## src/rtl/seg7_scan_if.sv

```systemverilog
// Scanned seven-segment bus plus decoded results, shared by the bus driver and the decoder.
interface seg7_scan_if #(
   parameter int NUM_DIGITS = 4
);
   logic [6:0]              seg_n;
   logic [NUM_DIGITS-1:0]   dig_sel_n;
   logic [4*NUM_DIGITS-1:0] digits;
   logic [NUM_DIGITS-1:0]   digit_valid;
   logic                    frame_done;
   logic                    err;
   logic [2:0]              err_digit;

   modport master (
      output seg_n, dig_sel_n,
      input  digits, digit_valid, frame_done, err, err_digit
   );

   modport slave (
      input  seg_n, dig_sel_n,
      output digits, digit_valid, frame_done, err, err_digit
   );
endinterface

```

## src/rtl/seg7_scan_decoder.sv

```systemverilog
// Recovers hex digit values from a multiplexed active-low seven-segment bus,
// committing a pattern only after it has been stable for STABLE_CYCLES samples.
module seg7_scan_decoder #(
   parameter int NUM_DIGITS    = 4,
   parameter int STABLE_CYCLES = 4
) (
   input  logic        clk,
   input  logic        rst_n,
   seg7_scan_if.slave  bus
);

   typedef enum logic [1:0] {IDLE, COUNT, HOLD} state_t;

   typedef struct packed {
      logic       legal;
      logic       blank;
      logic [3:0] value;
   } glyph_t;

   localparam logic [3:0]            RUN_MAX  = 4'(STABLE_CYCLES);
   localparam logic [NUM_DIGITS-1:0] ALL_SEEN = {NUM_DIGITS{1'b1}};

   state_t                  state;
   logic [6:0]              seg_q;
   logic [NUM_DIGITS-1:0]   sel_q;
   logic [3:0]              run_cnt;
   logic [NUM_DIGITS-1:0]   seen;
   logic [4*NUM_DIGITS-1:0] digits_q;
   logic [NUM_DIGITS-1:0]   valid_q;
   logic                    frame_q;
   logic                    err_q;
   logic [2:0]              err_digit_q;

   logic                    sel_ok;
   logic                    same;
   logic [NUM_DIGITS-1:0]   commit_mask;
   logic [NUM_DIGITS-1:0]   seen_next;
   logic [2:0]              commit_idx;
   glyph_t                  glyph;

   function automatic logic one_hot_low(input logic [NUM_DIGITS-1:0] sel);
      int n;
      n = 0;
      for (int i = 0; i < NUM_DIGITS; i++)
         if (!sel[i]) n++;
      return n == 1;
   endfunction

   function automatic logic [2:0] low_index(input logic [NUM_DIGITS-1:0] sel);
      logic [2:0] idx;
      idx = 3'd0;
      for (int i = 0; i < NUM_DIGITS; i++)
         if (!sel[i]) idx = 3'(i);
      return idx;
   endfunction

   function automatic glyph_t decode(input logic [6:0] seg);
      glyph_t g;
      g = '{legal: 1'b1, blank: 1'b0, value: 4'h0};
      case (seg)
         7'b1000000: g.value = 4'h0;
         7'b1111001: g.value = 4'h1;
         7'b0100100: g.value = 4'h2;
         7'b0110000: g.value = 4'h3;
         7'b0011001: g.value = 4'h4;
         7'b0010010: g.value = 4'h5;
         7'b0000010: g.value = 4'h6;
         7'b1111000: g.value = 4'h7;
         7'b0000000: g.value = 4'h8;
         7'b0011000: g.value = 4'h9;
         7'b0001000: g.value = 4'hA;
         7'b0000011: g.value = 4'hB;
         7'b1000110: g.value = 4'hC;
         7'b0100001: g.value = 4'hD;
         7'b0000110: g.value = 4'hE;
         7'b0001110: g.value = 4'hF;
         7'b1111111: begin
            g.legal = 1'b0;
            g.blank = 1'b1;
         end
         default:    g.legal = 1'b0;
      endcase
      return g;
   endfunction

   // The held sample (not the live pins) is what gets committed.
   assign sel_ok      = one_hot_low(bus.dig_sel_n);
   assign same        = (bus.seg_n == seg_q) && (bus.dig_sel_n == sel_q);
   assign commit_mask = ~sel_q;
   assign commit_idx  = low_index(sel_q);
   assign glyph       = decode(seg_q);
   assign seen_next   = seen | commit_mask;

   always_ff @(posedge clk or negedge rst_n) begin
      if (!rst_n) begin
         // NOTE: the digit store is reset too, so a freshly reset decoder reads all zeros rather than X.
         state       <= IDLE;
         seg_q       <= 7'h7F;
         sel_q       <= '1;
         run_cnt     <= 4'd0;
         seen        <= '0;
         digits_q    <= '0;
         valid_q     <= '0;
         frame_q     <= 1'b0;
         err_q       <= 1'b0;
         err_digit_q <= 3'd0;
      end else begin
         frame_q <= 1'b0;
         err_q   <= 1'b0;
         case (state)
            IDLE: begin
               if (sel_ok) begin
                  seg_q   <= bus.seg_n;
                  sel_q   <= bus.dig_sel_n;
                  run_cnt <= 4'd1;
                  state   <= COUNT;
               end else begin
                  run_cnt <= 4'd0;
               end
            end
            COUNT: begin
               if (run_cnt == RUN_MAX) begin
                  if (glyph.legal) begin
                     for (int i = 0; i < NUM_DIGITS; i++)
                        if (commit_mask[i]) digits_q[4*i +: 4] <= glyph.value;
                     valid_q <= valid_q | commit_mask;
                  end else if (glyph.blank) begin
                     valid_q <= valid_q & ~commit_mask;
                  end else begin
                     err_q       <= 1'b1;
                     err_digit_q <= commit_idx;
                  end
                  if (seen_next == ALL_SEEN) begin
                     frame_q <= 1'b1;
                     seen    <= '0;
                  end else begin
                     seen <= seen_next;
                  end
               end
               if (same) begin
                  if (run_cnt == RUN_MAX) state <= HOLD;
                  else run_cnt <= run_cnt + 4'd1;
               end else if (sel_ok) begin
                  seg_q   <= bus.seg_n;
                  sel_q   <= bus.dig_sel_n;
                  run_cnt <= 4'd1;
                  state   <= COUNT;
               end else begin
                  run_cnt <= 4'd0;
                  state   <= IDLE;
               end
            end
            HOLD: begin
               if (!same) begin
                  if (sel_ok) begin
                     seg_q   <= bus.seg_n;
                     sel_q   <= bus.dig_sel_n;
                     run_cnt <= 4'd1;
                     state   <= COUNT;
                  end else begin
                     run_cnt <= 4'd0;
                     state   <= IDLE;
                  end
               end
            end
            default: begin
               run_cnt <= 4'd0;
               state   <= IDLE;
            end
         endcase
      end
   end

   assign bus.digits      = digits_q;
   assign bus.digit_valid = valid_q;
   assign bus.frame_done  = frame_q;
   assign bus.err         = err_q;
   assign bus.err_digit   = err_digit_q;

endmodule

```

## src/flat_wrapper.sv

```systemverilog
// flat-port wrapper written by rule: the top's interface ports become plain ports
module seg7_scan_decoder_flat 
#(
   parameter int NUM_DIGITS    = 4,
   parameter int STABLE_CYCLES = 4
)
  (clk, rst_n, bus_seg_n, bus_dig_sel_n, bus_digits, bus_digit_valid, bus_frame_done, bus_err, bus_err_digit);
  seg7_scan_if #(.NUM_DIGITS(NUM_DIGITS)) bus_i ();
  input  logic clk;
  input  logic rst_n;
  input wire logic [$bits(bus_i.seg_n)-1:0] bus_seg_n;
  input wire logic [$bits(bus_i.dig_sel_n)-1:0] bus_dig_sel_n;
  output wire logic [$bits(bus_i.digits)-1:0] bus_digits;
  output wire logic [$bits(bus_i.digit_valid)-1:0] bus_digit_valid;
  output wire logic [$bits(bus_i.frame_done)-1:0] bus_frame_done;
  output wire logic [$bits(bus_i.err)-1:0] bus_err;
  output wire logic [$bits(bus_i.err_digit)-1:0] bus_err_digit;
  assign bus_i.seg_n = bus_seg_n;
  assign bus_i.dig_sel_n = bus_dig_sel_n;
  assign bus_digits = bus_i.digits;
  assign bus_digit_valid = bus_i.digit_valid;
  assign bus_frame_done = bus_i.frame_done;
  assign bus_err = bus_i.err;
  assign bus_err_digit = bus_i.err_digit;
  seg7_scan_decoder #(.NUM_DIGITS(NUM_DIGITS), .STABLE_CYCLES(STABLE_CYCLES)) u_core (.clk(clk), .rst_n(rst_n), .bus(bus_i));
endmodule
```

## config.mk

```make
export PLATFORM = sky130hd
export DESIGN_NAME = seg7_scan_decoder_flat
export DESIGN_NICKNAME = d
export VERILOG_FILES = /design/src/rtl/seg7_scan_if.sv /design/src/rtl/seg7_scan_decoder.sv /design/src/flat_wrapper.sv
export SDC_FILE = /design/constraint.sdc
export NUM_CORES = 1
export LEC_CHECK = 0
export CAP_MARGIN = 10
export CORE_UTILIZATION = 40
export DETAILED_ROUTE_END_ITERATION = 10
export DONT_BUFFER_PORTS = 1
export GPL_TIMING_DRIVEN = 0
export SLEW_MARGIN = 10
export SYNTH_ARGS = -nofsm -noshare
export SYNTH_HDL_FRONTEND = slang
export SYNTH_SLANG_ARGS = --single-unit
```

## constraint.sdc

```tcl
create_clock -name clk -period 2.9 [get_ports clk]
set_input_delay 0 -clock clk [delete_from_list [all_inputs] [get_ports clk]]
set_output_delay 0 -clock clk [all_outputs]
set_load 0.02 [all_outputs]
```

---- Word-level counts from Yosys, hierarchy flattened ----
Cells that the tools add are included.
cells by class
  div/mod/pow operators ................... 0
  order comparisons ....................... 0
  shift-type cells ........................ 0
  bitwise logic cells ..................... 7
  add/subtract/negate cells ............... 4
  $mul .................................... 0
  equality and inequality tests ........... 28
  reductions and logical operators ........ 17
  muxes and demuxes ....................... 37
operators with widths
  cell                                                                    count
  32-bit 2-to-1 mux                                                       3
  32-bit by 2-bit adder with 32-bit output, second input constant         2
  4-bit case mux with 15 select lines                                     1
  7-bit equality test, second input constant                              5
  32-bit by 2-bit equality test with 1-bit output, second input constant  1
  4-bit 2-to-1 mux                                                        8
  7-bit by 5-bit equality test with 1-bit output, second input constant   3
  7-bit by 6-bit equality test with 1-bit output, second input constant   3
  4-bit AND reduction                                                     5
  16-bit OR reduction                                                     1
  7-bit by 2-bit equality test with 1-bit output, second input constant   2
  7-bit by 4-bit equality test with 1-bit output, second input constant   2
  7-bit 2-to-1 mux                                                        2
  7-bit case mux with 2 select lines                                      1
  1-bit 2-to-1 mux                                                        13
  2-bit 2-to-1 mux                                                        6
  4-bit case mux with 3 select lines                                      1
  4-bit inverter                                                          2
  4-bit OR                                                                2
  4-bit case mux with 2 select lines                                      1
  7-bit by 3-bit equality test with 1-bit output, second input constant   1
  7-bit equality test                                                     1
  7-bit logical NOT                                                       1
  3-bit != test, second input constant                                    2
  other kinds (18)                                                        24
storage, ports and cells
  logic and storage cells ................. 106
  bits in registers ....................... 46
  bits in read-only memories .............. 0
  input bits .............................. 13
  bits in latches ......................... 0
  memories ................................ 0
  output and inout bits ................... 25
  memory bits (writable) .................. 0

---- Depth between registers and ports, before layout ----
Gate-level depths: netlist of the first run.
  word-level depth ........................ 11
  depth in mapped cells ................... 10
  mapped depth without buffers ............ 10

---- Least setup slack after synthesis of the first run ----
OpenSTA, ideal clock, no wires.
  kind .................................... register to register
  start ................................... register u_core.seg_q[4]
  end ..................................... register u_core.err_digit_q[0] (netlist: u_core.bus.err_digit[0])
  path buffers ............................ 1
  library setup time ...................... 0.125 ns
  data required time ...................... 2.775 ns
  stages on the path, launching flop included .. 8
  setup slack ............................. 0.743 ns
  data arrival time ....................... 2.032 ns
  period minus slack after synthesis ...... 2.157 ns
  cells stage by stage .................... dfstp_2 buf_2 nor2_1 o21a_1 a211oi_2 o2bb2ai_2 or4b_4 mux2_4
on the way
  cells in the longest elaborated chain, start to end .. 5
  elaborated cells between the ends (all ways) .. 23
  those cells by class .................... eq/ne (16); mux (2); bitwise (2); reduce/logical (3)
RTL lines
  element                                            RTL line                  source
  start, declared                                    seg7_scan_decoder.sv:24   logic [6:0] seg_q;
  start signal, assigned                             seg7_scan_decoder.sv:113  seg_q <= bus.seg_n;
  start signal, assigned                             seg7_scan_decoder.sv:144  seg_q <= bus.seg_n;
  start signal, assigned                             seg7_scan_decoder.sv:156  seg_q <= bus.seg_n;
  7-bit equality test, or another cell as far along  seg7_scan_decoder.sv:60   case (seg)
  16-bit OR reduction (no line)                      -
  1-bit 2-to-1 mux                                   seg7_scan_decoder.sv:60
  1-bit inverter (no line)                           -
  4-bit AND reduction (no line) *                    -
  end signal, assigned                               seg7_scan_decoder.sv:131  err_digit_q <= commit_idx;
  end, declared                                      seg7_scan_decoder.sv:32   logic [2:0] err_digit_q;
Mark *: on every way between the ends. The rest lies on a longest branch, timed or not.
A chain may end at the register's enable or synchronous reset.

---- Final worst setup path of the first run ----
  start ................................... register u_core.seg_q[6]
  end ..................................... register u_core.digits_q[7] (netlist: u_core.bus.digits[7])
on the way
  cells in the longest elaborated chain, start to end .. 4
  elaborated cells between the ends (all ways) .. 20
  those cells by class .................... eq/ne (15); mux (2); reduce/logical (3)
RTL lines
  element                                            RTL line                  source
  7-bit equality test, or another cell as far along  seg7_scan_decoder.sv:60
  16-bit OR reduction (no line)                      -
  1-bit 2-to-1 mux                                   seg7_scan_decoder.sv:60
  4-bit AND reduction (no line)                      -
  end signal, assigned by index                      seg7_scan_decoder.sv:125  if (commit_mask[i]) digits_q[4*i +: 4] <= glyph.value;
  end, declared                                      seg7_scan_decoder.sv:28   logic [4*NUM_DIGITS-1:0] digits_q;
Several ways; a longest one is shown, not always the timed one.

==> results.txt, run 1 <==
Post-synthesis instance total: 272
Clock latency on the worst-skew pair: 0.30 ns
Sw frac: 39.0%
Area of the die: 7040 um2
Final period util: 89.0%
Worst Setup SP: u_core.seg_q[6]$_DFFE_PN1P_
Combinational power share: 44.6%
CTS Buffer Depth: 2
Htree depth: 2
Sequential share of power: 36.0%
Worst-Margin Slew: 0.713 ns
RSZ-0062 raised after global routing: no
Int Power: 1.47 mW
Reg clk slew, reported paths: 0.09 ns
Post-DP HPWL: 4240 um
Power per Cell Area: 796 nW/um2
R2R depth: 7
Final Setup Violations: 0
NumNets Final: 315
Post-synth EDFFs: 0
Share of layout cells above drive strength 1: 18.5%
Slew Limit Fails: 0
CP arrival: 2.77 ns
Maximum clock rate: 387 MHz
Crit path kind: reg -> reg
Total routed wirelength: 5900 um
Outcome: finished, violations left
Seq/Total Area, Yosys: 42.5%
DRT antenna net count: 0
IO Port Bufs: 0
Failing checks: DRC
Clk pwr share: 19.5%
Tmin final: 2.58 ns
Crit start category: flip-flop
Core box area: 6420 um2
DRC Markers: 8
Max-Cap Viols: 0
Layout area overhead: 13.0%
Tot Pwr: 2.41 mW
Final non-filler cell total: 369
Die extent in y: 83.9 um
Remaining Overflow, GRT: 0
Wire per inst: 16.0 um
First-pass GRT wire length: 10100 um
Starting Density: 41.8%
Reg2reg end: u_core.bus.digits[7]$_DFFE_PN0P_
Worst Path Required: 3.09 ns
Net Sw Power: 941 uW
Peak supply drop: 0.000538 V
CP Capture Type: flip-flop
Site row count: 29
Mean area per synthesized cell: 9.87 um2
Class of the worst hold path: in -> reg
Initial antenna violation count: 0
Root buf cell: clkbuf_8
Largest net degree at the start of global routing: 46
Flip-flop and latch count after synthesis: 45
Netlist cell types: 53
Slew headroom: 52.0%
Ys Warns: 0
CTS tree: yes
Setup bufs post-CTS: 0
Die span in x: 83.9 um
Tot GR Track Use: 18.1%
CP Capture Point: u_core.bus.digits[7]$_DFFE_PN0P_
Leak Pwr: 1.37 nW
Post-Place Setup Slack: 0.371 ns
Most used DFF post-synth: dfrtp_1
Mapped Area: 2680 um2
Fin. Hold Viols: 0
Total CTS buffers: 5
# IOs: 38
Async set-reset flop share out of synthesis: 100%
Layout Skew: 0.00819 ns
Worst R2R Start: u_core.seg_q[6]$_DFFE_PN1P_
Flop2flop setup slack: 0.32 ns
Setup TNS: 0 ns
Fin worst setup slack: 0.318 ns
CTS sink count: 45
Diode count: 0
Via density: 5.64
Post-Syn Nets: 295
Vias in the first global route: 2087
Cells after DPL: 349
Pre-antenna DRT Iters: 7
Iteration-0 DRC count of the detailed router: 102
Final GP Congestion: 0.886
Via count: 2083
Critical path peak fanout: 10
[layer usage]
layer / vias to the layer above / track usage, % / wire, um
li1: 1000 / - / -
met1: 1011 / 24.4 / 2820
met2: 62 / 27.8 / 2650
met3: 10 / 5.14 / 318
met4: 0 / 6.43 / 108
met5: - / 0 / 0
[registers in the layout, summed over array words and instances, names as in the netlist, named ones only]
signal / cells
u_core.sel_q: 4
u_core.bus.digits: 16
u_core.seen: 4
u_core.bus.err_digit: 2
u_core.bus.err: 1
u_core.bus.frame_done: 1
u_core.run_cnt: 4
u_core.state: 2
u_core.seg_q: 7
[how the worst min path moves through the flow]
stage,from,to,depth (start not counted)
after floorplan,rst_n,async pin,0
after global placement,rst_n,u_core.bus.digits[4]$_DFFE_PN0P_,0
after detailed placement,rst_n,u_core.bus.digits[4]$_DFFE_PN0P_,0
after CTS,bus_dig_sel_n[3],u_core.state[0]$_DFFE_PN0P_,2
after global routing,bus_dig_sel_n[3],u_core.state[0]$_DFFE_PN0P_,2
final,bus_dig_sel_n[3],u_core.state[0]$_DFFE_PN0P_,2
[cell usage in the layout (no fill, tap or decap), types with 3 or more instances in the layout]
cell,instances
xnor2_1,3
a22oi_1,5
inv_1,18
a21oi_1,8
xor2_1,14
nor2b_1,3
clkbuf_1,3
buf_2,5
o31ai_1,7
dlygate4sd3_1,12
ha_1,10
dfstp_2,11
mux2_2,15
nand3_1,11
clkbuf_8,5
o22ai_1,3
o21ai_0,16
dfrtp_1,34
buf_4,4
nor3_1,8
buf_6,3
a22o_1,6
nor2_1,25
nand3b_1,4
nand2_1,15
[critical path, stage by stage, from the launching register on]
cell and delay, ns:
dfstp_2 0.52, buf_4 0.15, buf_2 0.24, nor3_1 0.08, o21ai_1 0.20, o211ai_1 0.23
o21ai_0 0.64, mux2_2 0.40
[cells by family (layout without fill, tap and decap cells)]
kind of cell	after synthesis	in the layout	synth area share (%)
fa+ha+maj	10	10	4.66
mux	20	20	8.58
simple gates	84	84	16.5
xor+xnor	17	17	5.55
flops	45	45	42.5
other cells	1	1	0.140
compound gates	61	61	15.8
buf+inv	34	54	6.39
[area by class of cell]
class | count | area (um2)
inverter | 18 | 67.6
clock inverter | 2 | 35.0
fill | 581 | 3390
multi-input combinational | 193 | 1370
tap | 77 | 96.3
buffer | 16 | 104
sequential | 45 | 1140
timing repair buffer | 13 | 148
clock buffer | 5 | 68.8
[Yosys cell counts (2+ instances only)]
master,n,area [um2]
xor2_1,14,123
buf_6,3,33.8
xnor2_1,3,26.3
inv_1,18,67.6
nand3_1,11,55.1
buf_2,5,25.0
or3_1,2,12.5
a21oi_1,8,40.0
a22oi_1,5,37.5
mux2i_1,2,20.0
clkbuf_1,3,11.3
o21a_1,2,15.0
nor3b_1,2,15.0
nor2b_4,2,27.5
dfrtp_1,34,851
a21boi_0,2,15.0
mux2_2,15,169
nor4_1,2,12.5
ha_1,10,125
o22ai_1,3,18.8
o32a_1,2,20.0
a22o_1,6,52.6
nand2_1,15,56.3
mux2_4,2,30.0
o31ai_1,7,52.6
o211ai_1,2,15.0
nor2b_1,3,18.8
nand4_1,2,12.5
o21ai_0,16,80.1
buf_4,4,30.0
nand3b_1,4,30.0
nor3_1,8,40.0
nor2_1,25,93.8
dfstp_2,11,289
[power groups by stage]
stage	Combinational, mW	Sequential, mW	Clock, mW
after detailed placement	1.03	0.878	0
after floorplan	0.844	0.843	0
after CTS	1.07	0.866	0.482
after global routing	1.19	0.880	0.507
after global placement	1.03	0.873	0
final	1.08	0.868	0.470
[per-stage QoR]
stage | utilization (%) | area, um2 | hold slack [ns]
final | 47.2 | 3030 | 0.167
after global placement | 43.3 | 2780 | -0.295
after detailed placement | 43.3 | 2780 | -0.295
after global routing | 47.2 | 3030 | 0.181
after floorplan | - | 2680 | -0.296
after CTS | 47.2 | 3030 | 0.152
[timing repair]
item	4_1_cts	5_1_grt
hold buffers	13	0
endpoints found under the setup margin	0	0
gates resized for setup	0	0
endpoints found under the hold margin	56	0
(Power assumes the default switching activity.)
==> run 2, diff against run 1 <==
--- a/config.mk
+++ b/config.mk
@@ -6,7 +6,8 @@
 export NUM_CORES = 1
 export LEC_CHECK = 0
 export CAP_MARGIN = 10
-export CORE_UTILIZATION = 40
+export CORE_MARGIN = 2
+export CORE_UTILIZATION = 46
 export DETAILED_ROUTE_END_ITERATION = 10
 export DONT_BUFFER_PORTS = 1
 export GPL_TIMING_DRIVEN = 0
==> results.txt, run 2 (same netlist as run 1, synthesis figures left out) <==
Outcome: complete, no violations
Crit start category: flip-flop
Power per Cell Area: 803 nW/um2
Area of the die: 6460 um2
RSZ-0062 raised after global routing: no
Die extent in y: 80.4 um
Fin. Hold Viols: 0
# IOs: 38
Worst Path Required: 3.09 ns
Maximum clock rate: 391 MHz
Wire per inst: 16.0 um
Final period util: 88.3%
Setup TNS: 0 ns
Tot Pwr: 2.44 mW
Tmin final: 2.56 ns
Clock latency on the worst-skew pair: 0.29 ns
Crit path kind: reg -> reg
Slew Limit Fails: 0
NumNets Final: 315
Total routed wirelength: 5830 um
Class of the worst hold path: in -> reg
Die span in x: 80.4 um
Slew headroom: 56.4%
CTS sink count: 45
Initial antenna violation count: 0
First-pass GRT wire length: 9950 um
CP Capture Type: flip-flop
Number of flip-flops in the largest register: 16
R2R depth: 7
Total CTS buffers: 5
Core box area: 5570 um2
Post-DP HPWL: 4180 um
Peak supply drop: 0.000568 V
Vias in the first global route: 1980
IO Port Bufs: 0
Worst R2R Start: u_core.seg_q[6]$_DFFE_PN1P_
Site row count: 27
Largest net degree at the start of global routing: 46
Via count: 2022
Starting Density: 48.1%
Final GP Congestion: 0.856
DRC Markers: 0
Final Util: 54.6%
Hold Crit Depth: 2
Leak Pwr: 1.37 nW
Fin worst setup slack: 0.339 ns
Critical path peak fanout: 10
# fillers: 515
Reg clk slew, reported paths: 0.09 ns
Most frequent cells in the layout: dfrtp_1 (34), nor2_1 (25), inv_1 (18)
Via density: 5.54
Max-Cap Viols: 0
CTS tree: yes
Tot GR Track Use: 20.0%
Hold path start: bus_dig_sel_n[3]
CTS Buffer Depth: 2
Final Setup Violations: 0
Pre-antenna DRT Iters: 5
Post-Place Setup Slack: 0.370 ns
Final Cell Area: 3040 um2
PostCTS Resize Cnt: 0
Iteration-0 DRC count of the detailed router: 88
Cells after DPL: 344
CP arrival: 2.75 ns
Remaining Overflow, GRT: 0
Final non-filler cell total: 365
Share of layout cells above drive strength 1: 18.8%
Setup bufs post-CTS: 0
Worst-Margin Slew: 0.647 ns
Root buf cell: clkbuf_8
Layout area overhead: 13.3%
WHS: 0.162 ns
WHS Endpoint: u_core.state[0]$_DFFE_PN0P_
Commonest non-fill, non-tap cell in the layout: dfrtp_1
Reg2reg end: u_core.bus.digits[4]$_DFFE_PN0P_
Flop2flop setup slack: 0.34 ns
Layout Skew: 0.00388 ns
Htree depth: 2
Post-place instance area: 2770 um2
DRT antenna net count: 0
Diode count: 0
run 2: cell types whose count changed in the layout (fill, tap and decap cells not counted), sizes merged:
cell / previous run / this run
clkbuf: 8 / 9
clkinv: 1 / 0
clkinvlp: 0 / 1
run 2: power by group:
part           internal, mW  switching, mW
Clock                 0.280          0.222
Combinational         0.451          0.622
Sequential            0.771         0.0950
run 2: area by class of cell:
cell class                 instances  area (um2)  area share [%]
buffer                            16         104            3.41
clock buffer                       6        82.6            2.71
tap                               72        90.1            2.96
clock inverter                     2        37.5            1.23
multi-input combinational        193        1370            45.1
timing repair buffer              13         148            4.85
inverter                          18        67.6            2.22
sequential                        45        1140            37.5
run 2: worst max path at each step:
| stage | end | startpoint | cells after the start |
|---|---|---|---|
| 2_1_floorplan | u_core.bus.err_digit[0]$_DFFE_PN0P_ | u_core.seg_q[4]$_DFFE_PN1P_ | 7 |
| 3_3_place_gp | u_core.seg_q[1]$_DFFE_PN1P_ | u_core.seg_q[0]$_DFFE_PN1P_ | 8 |
| 3_5_place_dp | u_core.seg_q[1]$_DFFE_PN1P_ | u_core.seg_q[0]$_DFFE_PN1P_ | 8 |
| 4_1_cts | u_core.bus.digits[4]$_DFFE_PN0P_ | u_core.seg_q[6]$_DFFE_PN1P_ | 7 |
| 5_1_grt | u_core.bus.digits[3]$_DFFE_PN0P_ | u_core.seg_q[6]$_DFFE_PN1P_ | 7 |
| 6_report | u_core.bus.digits[4]$_DFFE_PN0P_ | u_core.seg_q[6]$_DFFE_PN1P_ | 7 |
run 2: layer usage:
metal	part of all wire [%]	GRT usage [%]	vias to the layer above
met5	0	0	-
met4	0.79	4.58	0
met3	8.0	6.07	4
met2	44	31.0	70
met1	47	27.4	945
li1	-	-	1003
run 2: critical path, cell delays in order, from the launching register on:
cell	delay [ns]
dfstp_2	0.53
buf_4	0.15
buf_2	0.23
nor3_1	0.08
o21ai_1	0.21
o211ai_1	0.26
o21ai_0	0.60
mux2_2	0.40
run 2: repair_timing:
| action | 4_1_cts | 5_1_grt |
|---|---|---|
| setup endpoints to repair | 0 | 0 |
| hold buffers | 13 | 0 |
| hold endpoints to repair | 56 | 0 |
